## src/rtl/handshake_reduce_dispatch.sv

```systemverilog
//------------------------------------------------------------------------------
// Module     : handshake_reduce_dispatch
// Description: Accepts operand pairs over a ready/valid input, reduces each pair
//              to a 2-bit result {r1,r0}, buffers results in a small FIFO and
//              hands them out in strict round-robin order over NUM_LANES
//              ready/valid output lanes.
//              Optional macro HANDSHAKE_REDUCE_DISPATCH_PERF_EN adds saturating
//              push and stall counters.
// Revision   : 1.0 - initial release
//------------------------------------------------------------------------------
`default_nettype none

module handshake_reduce_dispatch #(
  parameter int WIDTH     = 5,
  parameter int DEPTH     = 2,
  parameter int NUM_LANES = 3
) (
  input  logic                   clk,
  input  logic                   RESET,
  input  logic                   in_valid,
  output logic                   in_ready,
  input  logic [WIDTH-1:0]       in1,
  input  logic [WIDTH-1:0]       in2,
  output logic [NUM_LANES-1:0]   arr_valid,
  input  logic [NUM_LANES-1:0]   arr_ready,
  output logic [2*NUM_LANES-1:0] arr_data,
  output logic                   busy
`ifdef HANDSHAKE_REDUCE_DISPATCH_PERF_EN
  ,
  output logic [15:0]            perf_push_cnt,
  output logic [15:0]            perf_stall_cnt
`endif
);

  localparam int c_PTR_W  = $clog2(DEPTH);
  localparam int c_CNT_W  = $clog2(DEPTH + 1);
  localparam int c_LANE_W = (NUM_LANES > 1) ? $clog2(NUM_LANES) : 1;

  logic [1:0]          r_mem [DEPTH];
  logic [c_PTR_W-1:0]  r_wr_ptr;
  logic [c_PTR_W-1:0]  r_rd_ptr;
  logic [c_CNT_W-1:0]  r_count;
  logic [c_LANE_W-1:0] r_lane_ptr;
  logic                r_in_ready;

  logic                w_push;
  logic                w_pop;
  logic [c_CNT_W-1:0]  w_count_nxt;
  logic [1:0]          w_result;
  logic                w_unused;

  // Only bit 1 of in2 participates in the reduction.
  assign w_unused = ^in2;

  assign w_result = {(&in1) & in2[1], |in1};
  assign busy     = (r_count != '0);
  assign in_ready = r_in_ready;
  assign w_push   = in_valid & r_in_ready;
  assign w_pop    = busy & arr_ready[r_lane_ptr];

  // Occupancy after this cycle's push/pop.
  always_comb begin
    w_count_nxt = r_count;
    if (w_push && !w_pop) begin
      w_count_nxt = r_count + c_CNT_W'(1);
    end else if (!w_push && w_pop) begin
      w_count_nxt = r_count - c_CNT_W'(1);
    end
  end

  // Pointer, occupancy and registered in_ready bookkeeping.
  always_ff @(posedge clk) begin
    if (RESET) begin
      r_wr_ptr   <= '0;
      r_rd_ptr   <= '0;
      r_count    <= '0;
      r_lane_ptr <= '0;
      r_in_ready <= 1'b1;
    end else begin
      r_count    <= w_count_nxt;
      // No pop bypass: a full FIFO deasserts in_ready even while draining.
      r_in_ready <= (w_count_nxt != c_CNT_W'(DEPTH));
      if (w_push) begin
        r_wr_ptr <= r_wr_ptr + c_PTR_W'(1);
      end
      if (w_pop) begin
        r_rd_ptr   <= r_rd_ptr + c_PTR_W'(1);
        r_lane_ptr <= (r_lane_ptr == c_LANE_W'(NUM_LANES - 1)) ? '0
                                                             : r_lane_ptr + c_LANE_W'(1);
      end
    end
  end

  // Result storage; contents are don't-care while not counted as occupied.
  always_ff @(posedge clk) begin
    if (w_push && !RESET) begin
      r_mem[r_wr_ptr] <= w_result;
    end
  end

  // Present the head entry on the selected lane only; all other lanes idle at 0.
  always_comb begin
    arr_valid = '0;
    arr_data  = '0;
    for (int k = 0; k < NUM_LANES; k++) begin
      if (k == int'(r_lane_ptr)) begin
        arr_valid[k] = busy;
        if (busy) begin
          arr_data[2*k +: 2] = r_mem[r_rd_ptr];
        end
      end
    end
  end

`ifdef HANDSHAKE_REDUCE_DISPATCH_PERF_EN
  logic [15:0] r_perf_push;
  logic [15:0] r_perf_stall;

  // Saturating counters of accepted pairs and of stalled presentation cycles.
  always_ff @(posedge clk) begin
    if (RESET) begin
      r_perf_push  <= '0;
      r_perf_stall <= '0;
    end else begin
      if (w_push && (r_perf_push != 16'hFFFF)) begin
        r_perf_push <= r_perf_push + 16'd1;
      end
      if (busy && !arr_ready[r_lane_ptr] && (r_perf_stall != 16'hFFFF)) begin
        r_perf_stall <= r_perf_stall + 16'd1;
      end
    end
  end

  assign perf_push_cnt  = r_perf_push;
  assign perf_stall_cnt = r_perf_stall;
`endif

endmodule

`default_nettype wire

```

## config.mk

```make
export PLATFORM = sky130hd
export DESIGN_NAME = handshake_reduce_dispatch
export DESIGN_NICKNAME = d
export VERILOG_FILES = /design/src/rtl/handshake_reduce_dispatch.sv
export SDC_FILE = /design/constraint.sdc
export NUM_CORES = 1
export LEC_CHECK = 0
export CORE_UTILIZATION = 45
export CTS_CLUSTER_SIZE = 8
export DETAILED_ROUTE_END_ITERATION = 10
export GPL_TIMING_DRIVEN = 0
export PLACE_DENSITY = 0.82
export SLEW_MARGIN = 10
export SYNTH_ARGS = -nofsm -noshare
export SYNTH_HDL_FRONTEND = slang
export SYNTH_SLANG_ARGS = --single-unit
```

## constraint.sdc

```tcl
create_clock -name clk -period 4.8 [get_ports clk]
set_input_delay 0.96 -clock clk [delete_from_list [all_inputs] [get_ports clk]]
set_output_delay 0.96 -clock clk [all_outputs]
set_load 0.01 [all_outputs]
```

==> flow_summary.ini <==
[finish]
synthToLayoutAreaGrowth_pct = 37.5
antenna-diode-count = 0
drive_gt1_share_pct = 8.65
regArea_sq_um = 280
fin_cells = 119
layout_commonest_cell = clkdlybuf4s50_1
fillers = 112
multiInputGateArea_sq_um = 393
nets = 122
layout_common_cells = 22 x clkdlybuf4s50_1, 13 x nor2_1, 8 x nand2_1, 8 x dfxtp_1, 6 x nor3_1

[power_and_ir_drop]
p_leak_nw = 0.381
power_density_mw_per_mm2 = 505
p_sw_uw = 189
clkPwrFrac_pct = 13.1
fin_total_pwr_uw = 491
p_int_uw = 302
power_frac_seq_pct = 30.0
power.share.combinational_pct = 56.8
ir_drop_mv = 0.276
netSwitchingFraction_pct = 38.5

[timing]
finalHoldViolations = 0
holdWs_ps = 509
worst_pin_slew_ps = 463
drv_slew = 0
period_share_pct = 63.3
fmax_mhz = 329
rsz0062_at_grt = false
fin_crit_ps = 3040
finClkSkew_ps = 3.22
finalSetupViolations = 0
relSlewSlack_pct = 69.1
setup_tns_ps = 0

[route]
drc = 0
first_iter_violations = 23
ant_nets = 0
via_count = 620
drt_pre_antenna_iters = 4
via_per_inst = 5.21
avgRoutedWirePerCell_um = 12.2
wl_um = 1450

[synthesis]
syn_area_per_cell_sq_um = 9.06
yosysWarnings = 0
ys_seq_area_share_pct = 39.6
syn-num-nets = 95
ys_ff_latch = 12
synth_area_sq_um = 707
synthCells = 78
synth.distinct_cells = 27

[critical_path]
critPathMostFrequentCell = nor2_1
worstPathRequired_ps = 3840
slowest_delay_ps = 530
cp-endpoint = arr_data[3]
r2r_setup_slack_ps = 3010
worstSetupPathType = register to output pin
crit_path_start = r_count[0]$_SDFF_PP0_
reg2reg_to = r_count[0]$_SDFF_PP0_
timing.rr.start = r_count[0]$_SDFF_PP0_
arrival_ps = 2080
crit_fanout = 5
endpoint_kind = output pin
ff2ff_path_depth = 8
crit_chain = inv_1, ha_1, nor2_1, nand2_1, nor2_1, clkdlybuf4s50_1
cp_slowest_cell = clkdlybuf4s50_1
crit_path_start_kind = register

[place]
place.port_buffers = 22
dp.cells = 115
dp.final_hpwl_um = 1140
routabilityCongestion = 0.751

[die]
ios = 27
fp-row-count = 13
core_sq_mm = 0.00138
start_util_pct = 51.1
dieArea_sq_mm = 0.00173
die_w_um = 41.6
die_h_um = 41.6

[clock_network]
path_clk_slew_ps = 80
cts_tree = built
cts_made_buffers = 3
cts-root-buf = clkbuf_4
cts_hold_buf = 0
worst_skew_pair.late_latency_ps = 270
clockBufferDepth = 2
postCtsResizedCells = 0
htreeDepth = 1
post_cts_buffers = 0
cts.sinks = 12

[run_status]
status = complete, no violations

[grt]
grt_max_degree = 11
grt_pass1_wl_um = 2480
grt_pass1_vias = 594
grt_usage_pct = 18.5
antenna_found_initial = 0
grt_overflow = 0

[flow_run]
drv_cap = 0

[worst_hold_path]
hp-class = register to register
[layout make-up]
cell class	instances	area share, %
multi-input combinational	59	40.4
sequential	12	28.8
timing repair buffer	22	22.7
clock buffer	3	2.32
inverter	5	1.93
tap	15	1.93
buffer	2	1.54
clock inverter	1	0.386
[Yosys cell counts]
cell      count  area (sq um)
nor3b_1       2          15.0
nand3_1       2          10.0
o21ai_1       3          15.0
edfxtp_1      4           120
nor3_1        6          30.0
nand2b_1      2          12.5
a21oi_4       1          16.3
dfxtp_1       8           160
a211o_1       1          8.76
a21oi_1       1          5.00
and3_1        1          6.26
and4b_1       1          10.0
nand4_1       1          6.26
nor2b_1       4          25.0
and2_1        1          6.26
mux2i_1       3          30.0
a221oi_4      1          26.3
buf_6         1          11.3
o311ai_1      1          8.76
xor2_1        2          17.5
a211oi_1      1          7.51
mux2_4        3          45.0
nand2_1       8          30.0
ha_1          1          12.5
nor2_1       13          48.8
clkbuf_1      1          3.75
inv_1         5          18.8
[worst min-delay path by stage]
stage | start | end | cells after the start
floorplan | r_rd_ptr$_SDFFE_PP0P_ | register | 2
global placement | r_rd_ptr$_SDFFE_PP0P_ | r_rd_ptr$_SDFFE_PP0P_ | 2
detailed placement | r_rd_ptr$_SDFFE_PP0P_ | register | 2
CTS | r_rd_ptr$_SDFFE_PP0P_ | register | 2
global route | r_rd_ptr$_SDFFE_PP0P_ | r_rd_ptr$_SDFFE_PP0P_ | 2
finish | r_rd_ptr$_SDFFE_PP0P_ | register | 2
[kinds of logic after synthesis]
group           Yosys count  synth area share, %
compound gates            9                 12.4
fa+ha+maj                 1                 1.77
buf+inv                   7                 4.78
simple gates             41                 28.3
flops                    12                 39.6
mux                       6                 10.6
xor+xnor                  2                 2.48
[registers in the layout, summed over array words and instances, names as in the netlist, named ones only]
| name | flops |
|---|---|
| r_mem | 4 |
| r_count | 2 |
| r_rd_ptr | 1 |
| r_lane_ptr | 2 |
| in_ready | 1 |
| r_wr_ptr | 1 |
[power groups by stage]
stage | clock network [mW] | logic (mW) | registers [mW]
detailed placement | 0 | 0.279 | 0.150
global placement | 0 | 0.272 | 0.148
finish | 0.0644 | 0.279 | 0.147
floorplan | 0 | 0.184 | 0.146
CTS | 0.0657 | 0.280 | 0.147
global route | 0.0717 | 0.309 | 0.150
[worst max-delay path: cells and delay by family (launching register included)]
kind / cells / cell delay [ps]
buffers and inverters: 2 / 620
adder cells (fa/ha/maj): 1 / 260
AND/OR/NAND/NOR: 3 / 550
flip-flops: 1 / 380
[per-layer routing]
metal  up-vias  track usage (%)  share of wire (%)
li1        319                -                  -
met1       273             22.6                 46
met2        24             30.9                 47
met3         4             4.35                5.1
met4         0             7.74                1.4
met5         -                0                  0
[metrics by stage]
stage | instance area (sq um) | worst slack (ps) | utilization (%)
after global routing | 972 | 1570 | 70.3
after CTS | 972 | 1750 | 70.3
final | 972 | 1760 | 70.3
after floorplan | 707 | 2590 | -
after global placement | 946 | 2100 | 68.4
after detailed placement | 946 | 2060 | 68.4
Power figures use the tool's default switching activity.
